==> config.mk <==
export PLATFORM = sky130hd
export DESIGN_NAME = uart_fetch_ctrl
export DESIGN_NICKNAME = d
export VERILOG_FILES = /design/src/rtl/uart_fetch_ctrl.sv
export SDC_FILE = /design/constraint.sdc
export NUM_CORES = 1
export LEC_CHECK = 0
export ABC_AREA = 1
export CORE_UTILIZATION = 47
export CTS_CLUSTER_DIAMETER = 60
export CTS_CLUSTER_SIZE = 24
export DETAILED_ROUTE_END_ITERATION = 8
export PLACE_DENSITY = 0.78
export SLEW_MARGIN = 10
export SYNTH_ARGS = -nofsm -noshare
export SYNTH_HDL_FRONTEND = slang
export SYNTH_SLANG_ARGS = --single-unit
==> constraint.sdc <==
create_clock -name clk -period 1.8 [get_ports clk]
set_clock_uncertainty 0.15 [all_clocks]
set_input_delay 0.36 -clock clk [delete_from_list [all_inputs] [get_ports clk]]
set_output_delay 0.36 -clock clk [all_outputs]
set_load 0.02 [all_outputs]
==> src/rtl/uart_fetch_ctrl.sv <==
// uart_fetch_ctrl: fetches one instruction over a byte-wide UART link.
//   Sends FLAG_BYTE, then ADDR_BYTES address bytes (MSB first), then collects
//   DATA_BYTES reply bytes (first byte lands in the MSB) into instruction_out.
// Latency: done pulses the cycle after the final rx_do; IDLE again one cycle later.
// Backpressure: each TX byte is held (tx_start=1) until the UART returns tx_done;
//   RECV waits for rx_do pulses; abort returns to IDLE on the next edge.
// Ports: clk/reset (async, active-high); start/address/abort request side;
//   tx_start/tx_data/tx_done UART TX handshake; rx_do/rx_data UART RX strobe;
//   instruction_out/busy/done/error status.
// Optional: define FETCH_TIMEOUT_EN to abandon RECV after TIMEOUT_CYCLES idle
//   cycles with a one-cycle error pulse.
module uart_fetch_ctrl #(
   parameter int          ADDR_BYTES     = 1,
   parameter int          DATA_BYTES     = 2,
   parameter logic [7:0]  FLAG_BYTE      = 8'h03,
   parameter int          TIMEOUT_CYCLES = 1024
) (
   input  logic                    clk,
   input  logic                    reset,
   input  logic                    start,
   input  logic [8*ADDR_BYTES-1:0] address,
   input  logic                    abort,
   input  logic                    tx_done,
   input  logic                    rx_do,
   input  logic [7:0]              rx_data,
   output logic                    tx_start,
   output logic [7:0]              tx_data,
   output logic [8*DATA_BYTES-1:0] instruction_out,
   output logic                    busy,
   output logic                    done,
   output logic                    error
);

   localparam int AW    = 8 * ADDR_BYTES;
   localparam int DW    = 8 * DATA_BYTES;
   localparam int MAXB  = (ADDR_BYTES > DATA_BYTES) ? ADDR_BYTES : DATA_BYTES;
   localparam int CNT_W = $clog2(MAXB + 1);

   localparam logic [2:0] IDLE      = 3'd0;
   localparam logic [2:0] SEND_FLAG = 3'd1;
   localparam logic [2:0] SEND_ADDR = 3'd2;
   localparam logic [2:0] RECV      = 3'd3;
   localparam logic [2:0] DONE      = 3'd4;
   localparam logic [2:0] ERR       = 3'd5;

   localparam logic [CNT_W-1:0] ADDR_LAST = CNT_W'(ADDR_BYTES - 1);
   localparam logic [CNT_W-1:0] DATA_LAST = CNT_W'(DATA_BYTES - 1);

   logic [2:0]       state_q, state_d;
   logic [CNT_W-1:0] cnt_q,   cnt_d;
   logic [AW-1:0]    addr_q,  addr_d;
   logic [DW-1:0]    shift_q, shift_d;
   logic [DW-1:0]    instr_q, instr_d;
   logic             timeout_hit;

   // Shift register with the new byte appended in the low position; the
   // upper byte falls off, so the first received byte ends in the MSB.
   logic [DW+7:0]    shift_cat;
   assign shift_cat = {shift_q, rx_data};

`ifdef FETCH_TIMEOUT_EN
   localparam logic [15:0] TIMEOUT_LAST = 16'(TIMEOUT_CYCLES - 1);

   logic [15:0] idle_q, idle_d;

   // Held at zero outside RECV, so it is already clear on RECV entry.
   always_comb begin
      idle_d = idle_q;
      if (state_q != RECV || rx_do)
         idle_d = 16'd0;
      else
         idle_d = idle_q + 16'd1;
   end

   always_ff @(posedge clk or posedge reset) begin
      if (reset) idle_q <= 16'd0;
      else       idle_q <= idle_d;
   end

   assign timeout_hit = (idle_q == TIMEOUT_LAST);
   assign error       = (state_q == ERR);
`else
   assign timeout_hit = 1'b0;
   assign error       = 1'b0;
`endif

   always_comb begin
      state_d = state_q;
      cnt_d   = cnt_q;
      addr_d  = addr_q;
      shift_d = shift_q;
      instr_d = instr_q;
      case (state_q)
         IDLE: begin
            if (start && !abort) begin
               addr_d  = address;
               cnt_d   = '0;
               state_d = SEND_FLAG;
            end
         end
         SEND_FLAG: begin
            if (tx_done) state_d = SEND_ADDR;
         end
         SEND_ADDR: begin
            if (tx_done) begin
               if (cnt_q == ADDR_LAST) begin
                  cnt_d   = '0;
                  state_d = RECV;
               end else begin
                  cnt_d = cnt_q + CNT_W'(1);
               end
            end
         end
         RECV: begin
            if (rx_do) begin
               shift_d = shift_cat[DW-1:0];
               if (cnt_q == DATA_LAST) begin
                  // Load on the edge into DONE so instruction_out is valid
                  // in the same cycle as the done pulse.
                  instr_d = shift_cat[DW-1:0];
                  cnt_d   = '0;
                  state_d = DONE;
               end else begin
                  cnt_d = cnt_q + CNT_W'(1);
               end
            end else if (timeout_hit) begin
               state_d = ERR;
            end
         end
         DONE:    state_d = IDLE;
         ERR:     state_d = IDLE;
         default: state_d = IDLE;
      endcase
      // Cancel overrides every event in the same cycle, including the final
      // rx_do, so the result register is left untouched.
      if (abort && state_q != IDLE) begin
         state_d = IDLE;
         cnt_d   = '0;
         shift_d = shift_q;
         instr_d = instr_q;
      end
   end

   always_ff @(posedge clk or posedge reset) begin
      if (reset) begin
         state_q <= IDLE;
         cnt_q   <= '0;
         addr_q  <= '0;
         shift_q <= '0;
         instr_q <= '0;
      end else begin
         state_q <= state_d;
         cnt_q   <= cnt_d;
         addr_q  <= addr_d;
         shift_q <= shift_d;
         instr_q <= instr_d;
      end
   end

   // TX byte select: address byte ADDR_BYTES-1-cnt, i.e. MSB first.
   always_comb begin
      tx_start = 1'b0;
      tx_data  = 8'h00;
      case (state_q)
         SEND_FLAG: begin
            tx_start = 1'b1;
            tx_data  = FLAG_BYTE;
         end
         SEND_ADDR: begin
            tx_start = 1'b1;
            for (int i = 0; i < ADDR_BYTES; i++) begin
               if (cnt_q == CNT_W'(ADDR_BYTES - 1 - i))
                  tx_data = addr_q[i*8 +: 8];
            end
         end
         default: begin
            tx_start = 1'b0;
            tx_data  = 8'h00;
         end
      endcase
   end

   assign instruction_out = instr_q;
   assign busy            = (state_q != IDLE);
   assign done            = (state_q == DONE);

endmodule

==> metrics.md <==
| Metric | Value |
|---|---|
| Status | `finished, violations left` |
| Failing checks | `setup timing` |
| Area of the multi-input gates | `857 um2` |
| Most used cell, CP | `buf_6` |
| Met3 routed WL | `166 um` |
| Synth warn | `0` |
| Syn_nets | `221` |
| Slowest CP cell | `dfrtp_1` |
| F_max | `528 MHz` |
| Vias in the first global route | `1488` |
| Sequential area share after synthesis | `0.510` |
| Routed len/inst | `12.4 um` |
| Number of max-cap violations | `0` |
| Final Worst Setup Slack | `-0.0950 ns` |
| P_leak | `0.00150 uW` |
| Setup Viol. Count Final | `9` |
| Gate count of the mapped netlist | `195` |
| Top FF cell, synth | `dfrtp_1` |
| Sequential Area | `927 um2` |
| Clk_lat worst skew | `0.29 ns` |
| Drt first pass iters | `4` |
| Non-Filler Instances | `316` |
| ANT nets after route | `0` |
| Synth unique cells | `24` |
| CP arrival | `1.38 ns` |
| Post-layout min period | `1.89 ns` |
| PD cells | `1180 nW/um2` |
| Max incr delay on CP | `0.40 ns` |
| Hold slack | `0.270 ns` |
| Async SR Flop Fraction | `1.00` |
| Final hold vios | `0` |
| Drt first-iter violations | `74` |
| Area after DPL | `2510 um2` |
| Nets | `293` |
| Initial Util | `0.492` |
| Row count | `22` |
| WS Path Type | `reg -> out` |
| Worst setup SP type | `flop` |
| Vias | `1504` |
| Core area | `3690 um2` |
| Placed insts | `306` |
| Cell with the most instances after synthesis | `nand2_1` |
| Drt via density | `4.76` |
| GPL Wtd Cong | `0.889` |
| Gr ovfl total | `0` |
| Seq cells post-synth | `37` |
| H-tree depth | `2` |
| Initial antenna violation count | `0` |
| IO buf count | `48` |
| EDFF count, synth | `0` |
| Total track usage | `0.216` |
| I/O pin count | `50` |
| DIE WIDTH | `64.1 um` |
| RSZ-0062 raised after global routing | `yes` |
| Met2 routed WL | `1.93 mm` |
| Crit path required time | `1.29 ns` |
| Top cells by area, synth | `dfrtp_1 51%, nand2_1 14%, o21ai_2 7.7%, inv_1 4.3%, mux2_2 4.3%` |
| Critical Path Fanout Max | `3` |
| Max VDD drop | `783 uV` |
| Mapped Area | `1810 um2` |
| Synth area leader | `dfrtp_1` |
| CTS root buffer | `clkbuf_8` |
| HP Class | `in -> async` |
| Fill cell count | `251` |
| CTS Buffer Depth | `2` |
| Wire length on met1 | `1.73 mm` |
| Die Area | `4110 um2` |
| Finished Cell Area | `2780 um2` |
| Slew Viols, Final | `0` |
| CTS tree | `yes` |
| Antenna diodes | `0` |
| Largest net degree at the start of global routing | `38` |
| Final HPWL DP | `2.68 mm` |
| Worst path cell trace | `inv_2 > ha_4 > buf_6 > nand2_4 > o21ai_2 > buf_6` |
| First-pass GRT wire length | `6.67 mm` |
| CTS Sinks | `37` |
| Syn Area/Cell | `9.30 um2` |
| Area share of the largest cell type after synthesis | `0.510` |
| Die H | `64.1 um` |
| DRC Markers | `0` |
| Setup crit end kind | `output port` |
| Clock transition at the registers of the reported paths | `0.07 ns` |
| Area growth syn-to-layout | `53.4%` |
| Layout cells sized above 1 | `0.351` |
| Fin Setup TNS | `-0.353 ns` |
| Period utilisation layout | `1.05` |
| Top cells by instance count after synthesis | `69 x nand2_1, 37 x dfrtp_1, 21 x inv_1, 16 x o21ai_2, 8 x nor2_1` |
| Num CTS Buffers | `5` |
| Final WL | `3.92 mm` |
| Max layer used | `met4` |
[per-layer routing]
| metal | vias up | GRT usage |
|---|---|---|
| li1 | 757 | - |
| met1 | 700 | 0.273 |
| met2 | 37 | 0.351 |
| met3 | 10 | 0.0607 |
| met4 | 0 | 0.0806 |
| met5 | - | 0 |
[critical path, delay by kind of cell (launching register included)]
family / cells / cell delay [ns]
adders and majority gates: 1 / 0.15
DFF: 1 / 0.40
AOI/OAI and AO/OA: 1 / 0.18
buffers and inverters: 3 / 0.33
and+or+nand+nor: 1 / 0.04
[metrics by stage]
stage	worst slack, ns	utilization	total power [uW]
floorplan	-0.0439	-	1830
global placement	-0.226	0.682	2290
detailed placement	-0.281	0.682	2320
CTS	-0.0707	0.735	3180
global route	-0.147	0.755	3460
finish	-0.0950	0.755	3280
[where the power goes]
part	leakage, uW	total, uW	switching (uW)	internal (uW)
clock	0.0000585	731	279	451
combinational	0.000950	1370	717	656
sequential	0.000489	1170	140	1030
total	0.00150	3280	1140	2140
[registers in the layout, summed over array words and instances (netlist names)]
signal,cells
addr_q,8
shift_q,8
instruction_out,16
state_q,3
cnt_q,2
[cell families after synthesis]
group | after synthesis | synth area share
and+or+nand+nor | 96 | 0.247
DFF | 37 | 0.510
buffers and inverters | 28 | 0.0745
AOI/OAI and AO/OA | 22 | 0.0952
muxes | 7 | 0.0435
adders and majority gates | 4 | 0.0276
other | 1 | 0.00207
[final cells by class]
| type | count | area share |
|---|---|---|
| clock buffers | 7 | 0.0310 |
| clock inverters | 1 | 0.0108 |
| inverters | 22 | 0.0297 |
| multi-input cells | 130 | 0.308 |
| flip-flops and latches | 37 | 0.333 |
| well taps | 48 | 0.0216 |
| repair buffers | 71 | 0.266 |
[worst paths after layout]
check,start,to,slack (ns),cells after the start
setup / recovery,cnt_q[1]$_DFFE_PP0P_,tx_data[1],-0.09,6
hold / removal,reset,instruction_out[10]$_DFFE_PP0P_,0.27,3
setup reg to reg,cnt_q[1]$_DFFE_PP0P_,state_q[1]$_DFFE_PP0P_,0.14,10
hold reg to reg,shift_q[0]$_DFFE_PP0P_,instruction_out[8]$_DFFE_PP0P_,0.32,2
max in group asynchronous,reset,state_q[1]$_DFFE_PP0P_,1.04,3
min in group clk,shift_q[0]$_DFFE_PP0P_,instruction_out[8]$_DFFE_PP0P_,0.32,2
[placed cells by master, fill, tap and decap left out, drive strengths merged]
| master | netlist | routed |
|---|---|---|
| clkdlybuf4s50 | 0 | 29 |
| dlygate4sd2 | 0 | 1 |
| o31ai | 1 | 1 |
| o21ai | 20 | 20 |
| conb | 1 | 1 |
| mux2 | 7 | 7 |
| bufinv | 0 | 1 |
| inv | 22 | 22 |
| ha | 4 | 4 |
| nor3 | 1 | 1 |
| nand4 | 5 | 5 |
| nand2 | 73 | 73 |
| clkdlybuf4s15 | 0 | 1 |
| dlymetal6s2s | 0 | 7 |
| nand3 | 7 | 7 |
| dfrtp | 37 | 37 |
| clkbuf | 1 | 7 |
| a21oi | 1 | 1 |
| nor2 | 10 | 10 |
| buf | 5 | 33 |
[timing repair]
action | CTS | global route
setup buffers | 1 | 1
gates resized for setup | 79 | 20
hold buffers | 0 | 0
cloned | 0 | 0
pin swaps | 9 | 4
endpoints found under the setup margin | 12 | 17
(Power assumes the default switching activity.)
==> edit 1, RTL diff (same flow settings) <==
`addr_q`, `shift_q` and `instr_q` no longer have a reset.
--- a/src/rtl/uart_fetch_ctrl.sv
+++ b/src/rtl/uart_fetch_ctrl.sv
@@ -147,5 +147,2 @@
          cnt_q   <= '0;
-         addr_q  <= '0;
-         shift_q <= '0;
-         instr_q <= '0;
       end else begin
@@ -153,6 +150,9 @@
          cnt_q   <= cnt_d;
-         addr_q  <= addr_d;
-         shift_q <= shift_d;
-         instr_q <= instr_d;
       end
+   end
+
+   always_ff @(posedge clk) begin
+      addr_q  <= addr_d;
+      shift_q <= shift_d;
+      instr_q <= instr_d;
    end
Function: differs if reset is asserted again (counterexample within 10 cycles, from zero or initial values and one cycle with reset high); with reset held inactive, the same outputs for 10 cycles.
==> edit 1 against the unedited design <==
- the run still ends with setup timing left
- largest power group unchanged
- total power is 6.3% higher
- sequential cell count stayed put
- combinational power is 34% higher
- core utilization is 8.6 points higher
- wire length is 0.92% higher
- sequential power is 6% lower
- register-to-register slack worse by 0.31 ns
- die area is 12% lower
- global-route usage is 1.2 points lower
- via count is 14% lower
- cell area is 5.5% lower
- setup slack worse by 0.079 ns
- area after synthesis is 12% lower
- non-clock buffer count is 10 higher
==> edit 1: results (changes against the unedited design) <==
Worst setup path
  – Largest stage delay on the critical path: between 0.4 and 0.5 ns
  – Worst r2r path cells: 11 (was 10)
  – CP Max Fanout: 4 (was 3)
  – Worst flop-to-flop path endpoint: instruction_out[4]$_DFFE_PP_ (was state_q[1]$_DFFE_PP0P_)
  – Critical path arrival: 1.46 ns (was 1.38 ns)
  – R2r startpoint: cnt_q[1]$_DFFE_PP0P_ (unchanged)
  – Worst path slowest cell: dfrtp_1 (unchanged)
  – CP top delay family: flip-flops (unchanged)

Power
  – Leakage: 1.22 nW (was 1.50 nW)
  – Max VDD drop: 0.000991 V (was 0.000783 V)
  – Psw: 1.29 mW (was 1.14 mW)

GRT
  – GR Util All Layers: 0.203 (was 0.216)
  – Initial antenna violation count: 0 (unchanged)
  – Largest net degree at the start of global routing: 17 (was 38)
  – First-pass GRT wire length: 5.22 mm (was 6.67 mm)
  – Vias in the first global route: 1195 (was 1488)

CTS
  – Root buffer cell: clkbuf_4 (was clkbuf_8)
  – CTS buffer count: 5 (unchanged)
  – Htree depth: 2 (unchanged)
  – Clock buffer depth: 2 (unchanged)
  – Clock slew at reported path FFs: 0.11 ns (was 0.07 ns)
  – Worst-Skew Late Latency: 0.33 ns (was 0.29 ns)

Synthesis
  – Sequential fraction of the synthesis area: 0.682 (was 0.510)
  – Number of synthesized flops with an enable pin: 32 (was 0)
  – Distinct cells, synth: 21 (was 24)
  – Post-synthesis async set-or-reset flop share: 0.135 (was 1.00)
  – Area leader, netlist: edfxtp_1 (was dfrtp_1)
  – Commonest cells post-synth: 32 x edfxtp_1, 27 x nand2_1, 13 x nor2_1, 11 x inv_1, 7 x nand3_1 (was 69 x nand2_1, 37 x dfrtp_1, 21 x inv_1, 16 x o21ai_2, 8 x nor2_1)
  – Syn Nets: 153 (was 221)
  – Area contributors post-synth: edfxtp_1 60%, dfrtp_1 7.9%, nand2_1 6.4%, nand2_4 3.5%, ha_1 3.1% (was dfrtp_1 51%, nand2_1 14%, o21ai_2 7.7%, inv_1 4.3%, mux2_2 4.3%)
  – Post-Syn Instances: 127 (was 195)
  – Yosys warning total: 0 (unchanged)

Detailed routing
  – Drt first pass iters: 4 (unchanged)
  – Vias/cell: 5.01 (was 4.76)
  – Top Metal Used: met4 (unchanged)
  – Total wire length: 3.96 mm (was 3.92 mm)
  – Drt initial violations: 31 (was 74)
  – Metal1 wirelength: 1.46 mm (was 1.73 mm)
  – Met2 WL: 2.17 mm (was 1.93 mm)
  – Met3 Wirelength: 255 um (was 166 um)

Timing
  – Final WS setup: -0.174 ns (was -0.0950 ns)
  – Final setup vio count: 28 (was 9)

Finish
  – Non-filler cells, final: 258 (was 316)
  – # nets final: 239 (was 293)
  – Share of post-route cells with drive strength above 1: 0.416 (was 0.351)
  – # diodes: 0 (unchanged)

Place
  – Final HPWL from detailed placement: 2.50 mm (was 2.68 mm)
  – GPL Wtd Cong: 0.870 (was 0.889)

Outcome
  – Failing checks: setup timing (unchanged)
  – Outcome: finished with violations (unchanged)
edit 1: worst max-delay path by stage:
stage | from | to | slack, ns | cells past startpoint
floorplan | cnt_q[1]$_DFFE_PP0P_ | instruction_out[0]$_DFFE_PP_ | -0.08 | 9
global placement | cnt_q[1]$_DFFE_PP0P_ | tx_data[0] | -0.19 | 5
detailed placement | cnt_q[1]$_DFFE_PP0P_ | tx_data[0] | -0.27 | 5
CTS | cnt_q[0]$_DFFE_PP0P_ | tx_data[6] | -0.1 | 6
global route | cnt_q[1]$_DFFE_PP0P_ | instruction_out[4]$_DFFE_PP_ | -0.24 | 11
finish | cnt_q[1]$_DFFE_PP0P_ | tx_data[6] | -0.17 | 6
edit 1: logic make-up after synthesis:
| kind of cell | Yosys count | share of synthesized area |
|---|---|---|
| buf+inv | 15 | 0.0424 |
| compound gates | 4 | 0.0126 |
| other cells | 1 | 0.00236 |
| flops | 37 | 0.682 |
| fa+ha+maj | 4 | 0.0314 |
| simple gates | 66 | 0.229 |
edit 1: layout make-up:
type	instances	area [um^2]
sequential	37	1090
timing repair buffer	81	811
multi-input combinational	76	553
fill	160	497
tap	44	55.1
inverter	12	45.0
clock inverter	3	41.3
clock buffer	5	37.5
edit 1: what timing repair did:
item                       4_1_cts  5_1_grt
resized for setup               63       44
setup endpoints to repair       27       51
cloned                           0        2
pin swaps                        4       13
setup buffers                    2        4
edit 1: layer usage:
layer,up-vias,track usage
met5,-,0
met4,0,0.0565
met3,11,0.0541
li1,601,-
met2,65,0.383
met1,615,0.220
edit 1: power by group through the flow:
| stage | Sequential [mW] | Clock (mW) | Combinational (mW) |
|---|---|---|---|
| floorplan | 1.12 | 0 | 0.773 |
| global placement | 1.10 | 0 | 1.40 |
| detailed placement | 1.11 | 0 | 1.43 |
| CTS | 1.09 | 0.551 | 1.47 |
| global route | 1.10 | 0.602 | 1.95 |
| finish | 1.10 | 0.548 | 1.84 |
edit 1: metrics by stage:
step | setup TNS (ns) | cell area (um^2) | setup slack, ns | hold WS, ns
after detailed placement | -5.90 | 2330 | -0.272 | 0.256
after global routing | -5.60 | 2630 | -0.238 | 0.0607
after global placement | -4.56 | 2330 | -0.186 | 0.251
final | -3.57 | 2630 | -0.174 | 0.0641
after floorplan | -1.31 | 1620 | -0.0816 | -0.0115
after CTS | -1.74 | 2410 | -0.0972 | 0.0747
edit 1: worst reg2reg max path, cell delays in order (launching register included):
cell	delay (ns)
dfrtp_1	0.41
inv_2	0.10
ha_4	0.18
buf_6	0.12
buf_6	0.09
inv_2	0.03
nand3_2	0.07
nand2_2	0.07
nand2_4	0.07
nand3_4	0.07
nor2_4	0.16
clkbuf_16	0.18
==> edit 2, RTL diff (config.mk and constraints unchanged) <==
Made on the original files. The parameter `DATA_BYTES` goes from 2 to 1.
--- a/src/rtl/uart_fetch_ctrl.sv
+++ b/src/rtl/uart_fetch_ctrl.sv
@@ -13,3 +13,3 @@
    parameter int          ADDR_BYTES     = 1,
-   parameter int          DATA_BYTES     = 2,
+   parameter int          DATA_BYTES     = 1,
    parameter logic [7:0]  FLAG_BYTE      = 8'h03,
Ports: changed (resized instruction_out); port bits go from 50 to 42. The function was not compared with the original's and may differ.
==> edit 2 against the unedited design <==
- the run still ends with setup timing left
- wire length decreased by 41%
- cell area decreased by 46%
- total power decreased by 28%
- global-route usage increased by 1.4 points
- area after synthesis decreased by 48%
- count of clock-buffer cells in the layout decreased by 3
- sequential cell count decreased by 18
- critical path depth decreased by 2
- clock power decreased by 71%
- setup slack improved by 0.092 ns
- first-iteration DRC count decreased by 62%
- largest cell class is now buffers
==> edit 2: results (changes against the unedited design) <==
Outcome
  – Outcome: finished with violations (unchanged)
  – Failing checks: setup timing (unchanged)

GRT
  – GR Util met1: 0.311 (was 0.273)
  – Met2 usage: 0.361 (was 0.351)
  – Met3 usage: 0.0385 (was 0.0607)
  – GR Util All Layers: 0.230 (was 0.216)
  – Largest net degree at the start of global routing: 20 (was 38)
  – First-pass GRT wire length: 3.51 mm (was 6.67 mm)

Worst setup path
  – Worst r2r path cells: 6 (was 10)
  – Critical path arrival: 1.29 ns (was 1.38 ns)
  – CP Max Fanout: 7 (was 3)

CTS
  – Htree depth: 1 (was 2)
  – Post-cts resize count: 48 (was 79)
  – CTS buffer count: 3 (was 5)
  – Clock slew at reported path FFs: 0.10 ns (was 0.07 ns)
  – Post-CTS Setup Bufs: 0 (was 1)
  – Clock Sinks: 19 (was 37)

Power
  – Switching Fraction: 0.428 (was 0.347)
  – Comb pwr share: 0.604 (was 0.419)
  – Max VDD drop: 0.00100 V (was 0.000783 V)

Detailed routing
  – Met3 Wirelength: 83 um (was 166 um)
  – Met2 WL: 1.20 mm (was 1.93 mm)
  – Routed len/inst: 12.0 um (was 12.4 um)
  – Metal1 wirelength: 994 um (was 1.73 mm)

Finish
  – Repair and plain buffers: 51 (was 71)
  – Share of post-route cells with drive strength above 1: 0.304 (was 0.351)
  – Clk tree area frac: 0.0174 (was 0.0418)
  – # nets final: 191 (was 293)
  – Post-route cell area: 1510 um^2 (was 2780 um^2)
  – Fill cells: 120 (was 251)

Timing
  – Final WS setup: -0.00322 ns (was -0.0950 ns)
  – Hold_ws: 0.223 ns (was 0.270 ns)
  – Final setup vio count: 1 (was 9)

Place
  – DP Worst Slack: -0.134 ns (was -0.281 ns)
  – Port Buffer Count: 40 (was 48)
  – GPL Wtd Cong: 0.728 (was 0.889)
  – Final HPWL from detailed placement: 1.62 mm (was 2.68 mm)
  – Post-DP Area: 1420 um^2 (was 2510 um^2)

Synthesis
  – Adder-cell share of the synthesized area: 0 (was 0.0276)
  – Distinct cells, synth: 21 (was 24)
  – Avg Inst Size Synth: 8.25 um^2 (was 9.30 um^2)
  – Mux cell area share after synthesis: 0 (was 0.0434)
  – Synth Area in Compound Gates: 0.0844 (was 0.0952)
  – Syn Nets: 137 (was 221)
-- edit 2: cell count changes after synthesis, moves of 4 or more --
cell / delta
a21oi_2: +6
mux2_2: -7
nand2_1: -32
inv_1: -8
nor2_1: +5
o21ai_2: -16
ha_1: -4
dfrtp_1: -18
-- edit 2: critical path, cell delays in order (launching register included) --
cell and delay (ns):
dfrtp_1 0.43, nor2_4 0.19, nand2_4 0.12, nor2_2 0.13
buf_6 0.13
-- edit 2: final timing paths --
kind	from	to
hold / removal	reset	addr_q[1]$_DFFE_PP0P_
setup reg to reg	state_q[2]$_DFFE_PP0P_	addr_q[2]$_DFFE_PP0P_
hold reg to reg	instruction_out[6]$_DFFE_PP0P_	instruction_out[6]$_DFFE_PP0P_
max in group asynchronous	reset	state_q[1]$_DFFE_PP0P_
setup / recovery	state_q[2]$_DFFE_PP0P_	tx_data[5]
min in group clk	instruction_out[6]$_DFFE_PP0P_	instruction_out[6]$_DFFE_PP0P_
